`config.mk`:
```
export PLATFORM = sky130hd
export DESIGN_NAME = spi_ram_access_arbiter
export DESIGN_NICKNAME = d
export VERILOG_FILES = /design/src/rtl/spi_ram_access_arbiter.sv
export SDC_FILE = /design/constraint.sdc
export NUM_CORES = 1
export LEC_CHECK = 0
export ABC_AREA = 1
export BUFFER_PORTS_ARGS = -buffer_cell sky130_fd_sc_hd__buf_4
export CORE_MARGIN = 10
export CORE_UTILIZATION = 51
export DETAILED_ROUTE_END_ITERATION = 12
export GPL_TIMING_DRIVEN = 0
export PLACE_DENSITY = 0.84
export SLEW_MARGIN = 20
export SYNTH_ARGS = -nofsm -noshare
export SYNTH_HDL_FRONTEND = slang
export SYNTH_SLANG_ARGS = --single-unit
```
`constraint.sdc`:
```
create_clock -name clock -period 5.6 [get_ports clock]
set_input_delay 0.28 -clock clock [delete_from_list [all_inputs] [get_ports clock]]
set_output_delay 0.28 -clock clock [all_outputs]
set_load 0.01 [all_outputs]
```
`src/rtl/spi_ram_access_arbiter.sv`:
```
// spi_ram_access_arbiter
// Arbitrates one registered-read RAM port between a buffered SPI command
// path and a level-requesting local fabric client. SPI has fixed priority.
// A starvation counter forces a local grant after STARVE_LIMIT SPI grants
// that were taken while the local side was waiting.
module spi_ram_access_arbiter #(
  parameter int ADDR_WIDTH   = 9,
  parameter int DATA_WIDTH   = 32,
  parameter int STARVE_LIMIT = 4
) (
  input  logic                  clock,
  input  logic                  reset,
  input  logic                  spi_request,
  input  logic                  spi_write,
  input  logic [ADDR_WIDTH-1:0] spi_address,
  input  logic [DATA_WIDTH-1:0] spi_data,
  output logic [DATA_WIDTH-1:0] spi_read_data,
  output logic                  spi_done,
  output logic                  spi_overflow,
  input  logic                  local_request,
  input  logic                  local_write,
  input  logic [ADDR_WIDTH-1:0] local_address,
  input  logic [DATA_WIDTH-1:0] local_data,
  output logic [DATA_WIDTH-1:0] local_read_data,
  output logic                  local_ack,
  output logic [ADDR_WIDTH-1:0] ram_address,
  output logic [DATA_WIDTH-1:0] ram_data_in,
  output logic                  ram_write_enable,
  input  logic [DATA_WIDTH-1:0] ram_data_out
);

  localparam int STARVE_WIDTH = $clog2(STARVE_LIMIT + 1);
  localparam logic [STARVE_WIDTH-1:0] STARVE_MAX = STARVE_WIDTH'(STARVE_LIMIT);

  typedef enum logic [1:0] {
    IDLE        = 2'd0,
    GRANT_SPI   = 2'd1,
    GRANT_LOCAL = 2'd2,
    READ_WAIT   = 2'd3
  } state_t;

  state_t                  state;
  logic                    pend_valid;
  logic                    pend_write;
  logic [ADDR_WIDTH-1:0]   pend_address;
  logic [DATA_WIDTH-1:0]   pend_data;
  logic [STARVE_WIDTH-1:0] starve;
  logic                    grant_is_write;
  logic                    read_for_spi;

  logic                    grant_pend;
  logic                    grant_bypass;
  logic                    grant_spi;
  logic                    grant_local;
  logic                    spi_sel_write;
  logic [ADDR_WIDTH-1:0]   spi_sel_address;
  logic [DATA_WIDTH-1:0]   spi_sel_data;

  // Grant decision in IDLE. A fresh SPI pulse is taken directly only when
  // the buffer is empty and the local side is quiet; otherwise it waits in
  // the buffer and competes next time the arbiter is idle.
  always_comb begin
    grant_pend   = 1'b0;
    grant_bypass = 1'b0;
    grant_local  = 1'b0;
    if (state == IDLE) begin
      if (pend_valid && (!local_request || (starve < STARVE_MAX))) begin
        grant_pend = 1'b1;
      end else if (!pend_valid && spi_request && !local_request) begin
        grant_bypass = 1'b1;
      end else if (local_request) begin
        grant_local = 1'b1;
      end else begin
        grant_local = 1'b0;
      end
    end else begin
      grant_pend = 1'b0;
    end
    grant_spi = grant_pend | grant_bypass;
    if (pend_valid) begin
      spi_sel_write   = pend_write;
      spi_sel_address = pend_address;
      spi_sel_data    = pend_data;
    end else begin
      spi_sel_write   = spi_write;
      spi_sel_address = spi_address;
      spi_sel_data    = spi_data;
    end
  end

  // One-entry SPI buffer; a request that finds it full and not draining is lost.
  always_ff @(posedge clock or posedge reset) begin
    if (reset) begin
      pend_valid   <= 1'b0;
      pend_write   <= 1'b0;
      pend_address <= {ADDR_WIDTH{1'b0}};
      pend_data    <= {DATA_WIDTH{1'b0}};
      spi_overflow <= 1'b0;
    end else if (spi_request && !grant_bypass) begin
      if (!pend_valid || grant_pend) begin
        pend_valid   <= 1'b1;
        pend_write   <= spi_write;
        pend_address <= spi_address;
        pend_data    <= spi_data;
      end else begin
        spi_overflow <= 1'b1;
      end
    end else if (grant_pend) begin
      pend_valid <= 1'b0;
    end else begin
      pend_valid <= pend_valid;
    end
  end

  // Count SPI grants taken while the local side waits; saturates at the limit.
  always_ff @(posedge clock or posedge reset) begin
    if (reset) begin
      starve <= {STARVE_WIDTH{1'b0}};
    end else if (!local_request || grant_local) begin
      starve <= {STARVE_WIDTH{1'b0}};
    end else if (grant_spi && (starve != STARVE_MAX)) begin
      starve <= starve + STARVE_WIDTH'(1);
    end else begin
      starve <= starve;
    end
  end

  // Arbiter FSM with registered RAM port and completion outputs.
  always_ff @(posedge clock or posedge reset) begin
    if (reset) begin
      state            <= IDLE;
      grant_is_write   <= 1'b0;
      read_for_spi     <= 1'b0;
      spi_read_data    <= {DATA_WIDTH{1'b0}};
      spi_done         <= 1'b0;
      local_read_data  <= {DATA_WIDTH{1'b0}};
      local_ack        <= 1'b0;
      ram_address      <= {ADDR_WIDTH{1'b0}};
      ram_data_in      <= {DATA_WIDTH{1'b0}};
      ram_write_enable <= 1'b0;
    end else begin
      spi_done         <= 1'b0;
      local_ack        <= 1'b0;
      ram_write_enable <= 1'b0;
      case (state)
        IDLE: begin
          if (grant_spi) begin
            state            <= GRANT_SPI;
            grant_is_write   <= spi_sel_write;
            ram_address      <= spi_sel_address;
            ram_data_in      <= spi_sel_data;
            ram_write_enable <= spi_sel_write;
          end else if (grant_local) begin
            state            <= GRANT_LOCAL;
            grant_is_write   <= local_write;
            ram_address      <= local_address;
            ram_data_in      <= local_data;
            ram_write_enable <= local_write;
          end else begin
            state <= IDLE;
          end
        end
        GRANT_SPI: begin
          if (grant_is_write) begin
            state    <= IDLE;
            spi_done <= 1'b1;
          end else begin
            state        <= READ_WAIT;
            read_for_spi <= 1'b1;
          end
        end
        GRANT_LOCAL: begin
          if (grant_is_write) begin
            state     <= IDLE;
            local_ack <= 1'b1;
          end else begin
            state        <= READ_WAIT;
            read_for_spi <= 1'b0;
          end
        end
        READ_WAIT: begin
          state <= IDLE;
          if (read_for_spi) begin
            spi_read_data <= ram_data_out;
            spi_done      <= 1'b1;
          end else begin
            local_read_data <= ram_data_out;
            local_ack       <= 1'b1;
          end
        end
        default: begin
          state <= IDLE;
        end
      endcase
    end
  end

endmodule

```
==> summary.md, run 1 <==
| Metric | Value |
|---|---|
| DR vias | `6774` |
| Largest net degree at the start of global routing | `88` |
| Vias per cell | `5.06` |
| Clock transition at path regs | `0.06 ns` |
| Util after Layout | `0.703` |
| Commonest non-fill, non-tap cell in the layout | `nand2_1` |
| DRT iter0 DRCs | `511` |
| Top FF cell, synth | `dfrtp_1` |
| Crit-path cells | `inv_1, ha_1, nand2_1, inv_2, nand2_2, nand2_2, buf_6, buf_4, nand2_1, nand3_1, nand2_1` |
| Avg Cell Area, Syn | `8.02 µm²` |
| Ys async rst share | `1.00` |
| CTS Root Cell | `clkbuf_16` |
| Clk_skew | `0.00988 ns` |
| Worst-path maximum fanout | `10` |
| Hold WC Path Type | `primary input to flip-flop` |
| Hold Path Sink | `ram_write_enable$_DFF_PP0_` |
| Multi-input gate area in the final layout | `2570 µm²` |
| EDFF count, synth | `0` |
| # H-tree levels | `4` |
| Antenna Violating Nets Remaining | `0` |
| Max VDD drop | `0.284 mV` |
| Diode count | `0` |
| # rows | `43` |
| Die X | `139 µm` |
| Routed WL per cell | `16.3 µm` |
| Global Route Usage Sum | `0.221` |
| Max incr delay on CP | `0.40 ns` |
| RSZ-0062 raised after global routing | `false` |
| Tightest Pin Transition | `0.551 ns` |
| Clock sinks | `159` |
| Syn. warnings | `0` |
| DP HPWL | `16400 µm` |
| Placeable Area | `13800 µm²` |
| Final wirelength | `21800 µm` |
| Setup-failing EPs final | `0` |
| WHS Path Cells | `3` |
| Leakage | `0.00545 µW` |
| Top Ports | `229` |
| Net Count, Synth | `1022` |
| Worst R2R Setup Slack | `3.67 ns` |
| Syn-to-layout area delta | `35.2%` |
| Seq/Total Area, Yosys | `0.554` |
| Initial antenna violation count | `0` |
| Clk_lat worst skew | `0.42 ns` |
| Resize count post-CTS | `0` |
| CTS tree | `built` |
| Most frequent cells in the layout | `nand2_1, buf_4, dfrtp_1` |
| Drt pass-1 iters | `5` |
| CTS Buffer Depth | `2` |
| Filler Cell Count | `1126` |
| Synthesized instance count | `896` |
| FF-to-FF Start | `state[1]$_DFF_PP0_` |
| Hold Fails Final Rpt | `0` |
| Critical Path RT | `5.91 ns` |
| Vias in the first global route | `6816` |
| Fmax | `518 MHz` |
| Slowest-stage cell, CP | `dfrtp_1` |
| First-pass GRT wire length | `35100 µm` |
| Synth cell types | `20` |
| Max-slew headroom | `0.632` |
| Register bit total from synthesis | `159` |
| Full die area | `19200 µm²` |
| Die height | `139 µm` |
| Placed cells | `1305` |
| PortBufs | `228` |
| Grt ovf | `0` |
| DRC viols | `0` |
| Starting density of the core | `0.520` |
| Slew Viols, Final | `0` |
| Worst hold path startpoint | `local_write` |
| Final Cycle Share | `0.345` |
| Startpoint Class | `flip-flop` |
| Status | `complete, no violations` |
| Cell Area, Synth | `7180 µm²` |
| Kind of critical path | `flip-flop to flip-flop` |
| R2R depth | `11` |
| Gpl congestion | `0.884` |
| Critical Path AT | `2.24 ns` |
| Seq. cell area | `3980 µm²` |
| Proportion of layout cells with a drive suffix above 1 | `0.257` |
| Critical Path Most Common Cell | `nand2_1` |
| Number of nets in the layout | `1271` |
| Final Instance Count excl. Fillers | `1338` |
| Pwr dens | `601 nW/µm²` |
| Total CTS buffers | `17` |
| Min Tclk post-route | `1.93 ns` |
| Crit. End Element | `flip-flop` |
| RR Endpoint | `starve[0]$_DFFE_PP0P_` |
| Maxcap violations | `0` |
-- final cells by class --
cell class                 count  share of cell area
tap                          180              0.0232
buffer                        54              0.0314
sequential                   159               0.410
clock inverter                14              0.0113
timing repair buffer         230               0.180
inverter                      88              0.0348
clock buffer                  18              0.0452
multi-input combinational    595               0.264
-- worst max-delay path by stage --
stage	start	end	slack, ns	depth (start not counted)
6_report	state[1]$_DFF_PP0_	starve[0]$_DFFE_PP0P_	3.67	11
5_1_grt	state[1]$_DFF_PP0_	starve[0]$_DFFE_PP0P_	3.47	11
4_1_cts	state[1]$_DFF_PP0_	pend_address[3]$_DFFE_PP0P_	3.67	11
3_5_place_dp	state[1]$_DFF_PP0_	starve[0]$_DFFE_PP0P_	3.69	11
3_3_place_gp	reset	ram_data_in[6]$_DFFE_PP0P_	-0.78	2
2_1_floorplan	reset	grant_is_write$_DFFE_PP0P_	1.03	1
-- synth_stat cells (2+ instances only) --
cell	instances	area, µm²
nand2_1	378	1420
dfrtp_1	159	3980
o21ai_0	108	541
inv_1	86	323
nand3_1	46	230
o21ai_1	40	200
clkbuf_1	26	97.6
buf_4	12	90.1
buf_2	10	50.1
buf_6	6	67.6
ha_1	6	75.1
a21oi_1	4	20.0
nand2_2	4	25.0
nand4_1	3	18.8
inv_2	2	7.51
nor2_1	2	7.51
-- registers in the layout, summed over array words and instances (netlist names), 2 cells and up --
name             count
starve               3
state                2
pend_address         9
local_read_data     32
ram_address          9
pend_data           32
ram_data_in         32
spi_read_data       32
-- worst max-delay path, delay by kind of cell, from the launching register on --
kind,cells,cell delay (ns)
AND/OR/NAND/NOR,6,0.61
flip-flops,1,0.40
buffers and inverters,4,0.52
adder cells (fa/ha/maj),1,0.29
-- cell families after synthesis --
family,after synthesis,share of synthesized area
compound gates,153,0.107
xor+xnor,1,0.00122
buf+inv,142,0.0885
fa+ha+maj,6,0.0105
simple gates,435,0.239
flops,159,0.554
-- where the power goes --
group          switching [µW]  total, µW  internal (µW)
combinational            1590       2740           1150
clock                     491       1080            586
sequential                313       2020           1710
total                    2390       5840           3440
-- timing repair --
| item | CTS | global route |
|---|---|---|
| setup buffers | 0 | 0 |
| endpoints found under the hold margin | 72 | 0 |
| hold buffers | 1 | 0 |
-- per-layer routing --
layer / global-route usage / vias up / wire [µm]
met5: 0 / - / 0
met4: 0.0895 / 0 / 587
met3: 0.0818 / 42 / 2150
met2: 0.347 / 283 / 10200
met1: 0.271 / 3158 / 8920
li1: - / 3291 / -
-- per-stage QoR --
step / total power (µW) / hold WS, ns / setup slack, ns / setup TNS (ns) / area, µm²
4_1_cts: 5880 / 0.105 / 3.67 / 0 / 9710
6_report: 5840 / 0.120 / 3.67 / 0 / 9710
3_3_place_gp: 4670 / 0.463 / -0.777 / -122.33 / 9120
5_1_grt: 6300 / 0.113 / 3.47 / 0 / 9710
3_5_place_dp: 4780 / 0.378 / 3.69 / 0 / 9160
2_1_floorplan: 3570 / 0.420 / 1.03 / 0 / 7180
(Power assumes the default switching activity.)
==> run 2: changes to the inputs <==
ABC_AREA = 0   (was 1)
CORE_UTILIZATION = 46   (was 51)
PLACE_DENSITY = 0.8   (was 0.84)
clock period = 1.6 ns   (was 5.6 ns; I/O delays follow)
==> run 2 against run 1 <==
Compared with the run above: the run now ends with negative hold slack, negative setup slack left; via count is 4.2% lower; clock skew is 0.0033 ns higher; clock-buffer cell count is 3 higher; combinational power grew to 5.0 times the previous value; die area is 10% higher; sequential cell count stayed put.
==> summary.md, run 2 <==
| Metric | Value |
|---|---|
| Status | `finished, violations left` |
| Failing checks | `negative hold slack, negative setup slack` |
| Pre-CTS setup slack | `-0.310 ns (-4.00 ns)` |
| Yosys top cell by area | `dfrtp_1` |
| First-pass GRT wire length | `39800 µm (+13%)` |
| Top FF cell, synth | `dfrtp_1` |
| Grt ovf | `0 (unchanged)` |
| Placed cell areas | `9320 µm² (+1.8%)` |
| Number of nets in the layout | `1100 (-13%)` |
| Top Ports | `229 (unchanged)` |
| PortBufs | `226 (-0.88%)` |
| Min Tclk post-route | `1.83 ns (-0.101 ns)` |
| CTS tree | `built` |
| Synth cell types | `32 (+60%)` |
| Register bit total from synthesis | `159 (unchanged)` |
| Util after Layout | `0.787 (+0.0846)` |
| Max-slew headroom | `0.658 (+0.0251)` |
| Setup-failing EPs final | `84 (+84)` |
| Slowest-stage cell, CP | `dfrtp_1` |
| Synth cell count leaders | `dfrtp_1, mux2_2, nand2_1` |
| # rows | `45 (+4.7%)` |
| Count leader, synth | `dfrtp_1` |
| Placed cells | `1013 (-22%)` |
| Post-route cell area | `12100 µm² (+24%)` |
| Kind of critical path | `flip-flop to flip-flop` |
| Clock sinks | `159 (unchanged)` |
| DRT iter0 DRCs | `419 (-18%)` |
| CTS Root Cell | `clkbuf_16` |
| Diode count | `0 (unchanged)` |
| Routed WL per cell | `22.8 µm (+40%)` |
| Crit. End Element | `flip-flop` |
| Drt pass-1 iters | `5 (unchanged)` |
| Maxcap violations | `0 (unchanged)` |
| Antenna Violating Nets Remaining | `0 (unchanged)` |
| RSZ-0062 raised after global routing | `true` |
| Crit-path cells | `inv_2, ha_4, a21bo_4, nand2_4, nand3_4, buf_12, buf_12, mux2_4` |
| Worst-path maximum fanout | `8 (-2)` |
| Clk_lat worst skew | `0.43 ns (about the same)` |
| Clk_skew | `0.0132 ns (+0.00332 ns)` |
| Slew Viols, Final | `0 (unchanged)` |
| Final wirelength | `27300 µm (+25%)` |
| Clock transition at path regs | `0.07 ns (about the same)` |
| Syn-to-layout area delta | `66.3%` |
| Max incr delay on CP | `0.39 ns (about the same)` |
| Family with the most delay on the worst path | `buffers and inverters` |
| Avg Cell Area, Syn | `12.7 µm² (+58%)` |
| Ys async rst share | `1.00 (unchanged)` |
| CP bufs+invs | `3 (-1)` |
| Critical Path AT | `2.14 ns (-0.10 ns)` |
| Fmax | `547 MHz (+5.5%)` |
| Synthesized instance count | `571 (-36%)` |
| Vias per cell | `5.42 (+7.0%)` |
| Cell Area, Synth | `7250 µm² (+0.92%)` |
| EDFF count, synth | `0 (unchanged)` |
| DP HPWL | `14600 µm (-11%)` |
| Max VDD drop | `1.17 mV (+310%)` |
| Commonest non-fill, non-tap cell in the layout | `buf_4` |
| Gpl congestion | `0.759 (-14%)` |
| Hold Fails Final Rpt | `2 (+2)` |
| Final worst slack | `-0.229 ns (-3.90 ns)` |
| DR vias | `6487 (-4.2%)` |
| Tightest Pin Transition | `0.514 ns (-0.0377 ns)` |
| DRC viols | `0 (unchanged)` |
| Die X | `146 µm (+4.9%)` |
| Largest net degree at the start of global routing | `34 (-61%)` |
| Most frequent cells in the layout | `buf_4, dfrtp_1, dlygate4sd3_1` |
| Full die area | `21200 µm² (+10%)` |
| Global Route Usage Sum | `0.233 (+0.0120)` |
| Yosys top cell area share | `0.549 (-0.00507)` |
| Pwr dens | `2060 nW/µm² (+240%)` |
| Proportion of layout cells with a drive suffix above 1 | `0.538 (+0.280)` |
| Net Count, Synth | `697 (-32%)` |
| Critical Path Most Common Cell | `buf_12` |
| Die height | `146 µm (+4.9%)` |
| Seq/Total Area, Yosys | `0.549 (-0.00507)` |
| Area contributors post-synth | `dfrtp_1, mux2_2, mux2_4` |
| Starting density of the core | `0.473 (-0.0461)` |
| Final Instance Count excl. Fillers | `1197 (-11%)` |
| Final Cycle Share | `1.14 (+0.798)` |
| Leakage | `0.00553 µW (+1.5%)` |
| Total CTS buffers | `17 (unchanged)` |
| Hold WC Path Type | `primary input to flip-flop` |
| Syn. warnings | `0 (unchanged)` |
| # H-tree levels | `4 (unchanged)` |
| Initial antenna violation count | `0 (unchanged)` |
| Vias in the first global route | `6907 (+1.3%)` |
| Hold WS | `-0.0616 ns (-0.182 ns)` |
| Placeable Area | `15300 µm² (+11%)` |
| Startpoint Class | `flip-flop` |
| Critical Path RT | `1.91 ns (-4.00 ns)` |
| CTS Buffer Depth | `2 (unchanged)` |
## run 2: final timing paths
check	slack (ns)	from	cells past startpoint	end
setup / recovery	-0.23	state[0]$_DFF_PP0_	8	pend_data[2]$_DFFE_PP0P_
hold / removal	-0.06	local_request	3	state[1]$_DFF_PP0_
setup reg to reg	-0.23	state[0]$_DFF_PP0_	8	pend_data[2]$_DFFE_PP0P_
hold reg to reg	0.49	ram_data_in[3]$_DFFE_PP0P_	2	ram_data_in[3]$_DFFE_PP0P_
max in group asynchronous	0.68	reset	5	ram_address[7]$_DFFE_PP0P_
min in group asynchronous	0.20	reset	3	ram_data_in[4]$_DFFE_PP0P_
## run 2: power breakdown
part | leakage [µW] | switching [µW] | internal [µW] | total [µW]
clock | 0.000263 | 1680 | 2170 | 3840
sequential | 0.00188 | 1370 | 6080 | 7450
combinational | 0.00338 | 6330 | 7250 | 13600
total | 0.00553 | 9380 | 15500 | 24900
## run 2: per-stage QoR
step	setup TNS, ns	power [µW]	hold WS [ns]
2_1_floorplan	-84.25	13200	0.229
3_3_place_gp	-262.97	17000	0.318
3_5_place_dp	-19.08	17300	0.0581
4_1_cts	-12.79	23000	-0.0822
5_1_grt	-16.53	26100	-0.0537
6_report	-12.13	24900	-0.0616
## run 2: layout make-up
type	instances	area, µm²
clock inverter	10	91.3
sequential	159	3980
timing repair buffer	386	3500
fill	856	3260
inverter	6	26.3
clock buffer	21	450
tap	211	264
multi-input combinational	365	3310
buffer	39	440
## run 2: cells by family after synthesis
group	Yosys count	synth area share
AO/OA/AOI/OAI	102	0.113
adder cells (fa/ha/maj)	6	0.0104
buffers and inverters	48	0.0440
flip-flops	159	0.549
multiplexers	106	0.185
AND/OR/NAND/NOR	150	0.0984
## run 2: metal layers
layer  part of all wire  routed length (µm)  track usage
met2               0.52               14100        0.398
met5                  0                   0            0
met1               0.38               10400        0.270
met4              0.030                 813       0.0768
met3              0.071                1930       0.0767
## run 2: timing repair
action | 4_1_cts | 5_1_grt
gates cloned | 8 | 4
endpoints found under the setup margin | 130 | 138
pin swaps | 5 | 21
endpoints found under the hold margin | 240 | 5
resized for setup | 71 | 90
setup buffers | 12 | 19
hold buffers | 111 | 3
## run 2: worst reg2reg max path: cells and delay by family, from the launching register on
kind	cells	cell delay, ns
adders and majority gates	1	0.16
muxes	1	0.32
AOI/OAI and AO/OA	1	0.25
DFF	1	0.39
and+or+nand+nor	2	0.18
buffers and inverters	3	0.43
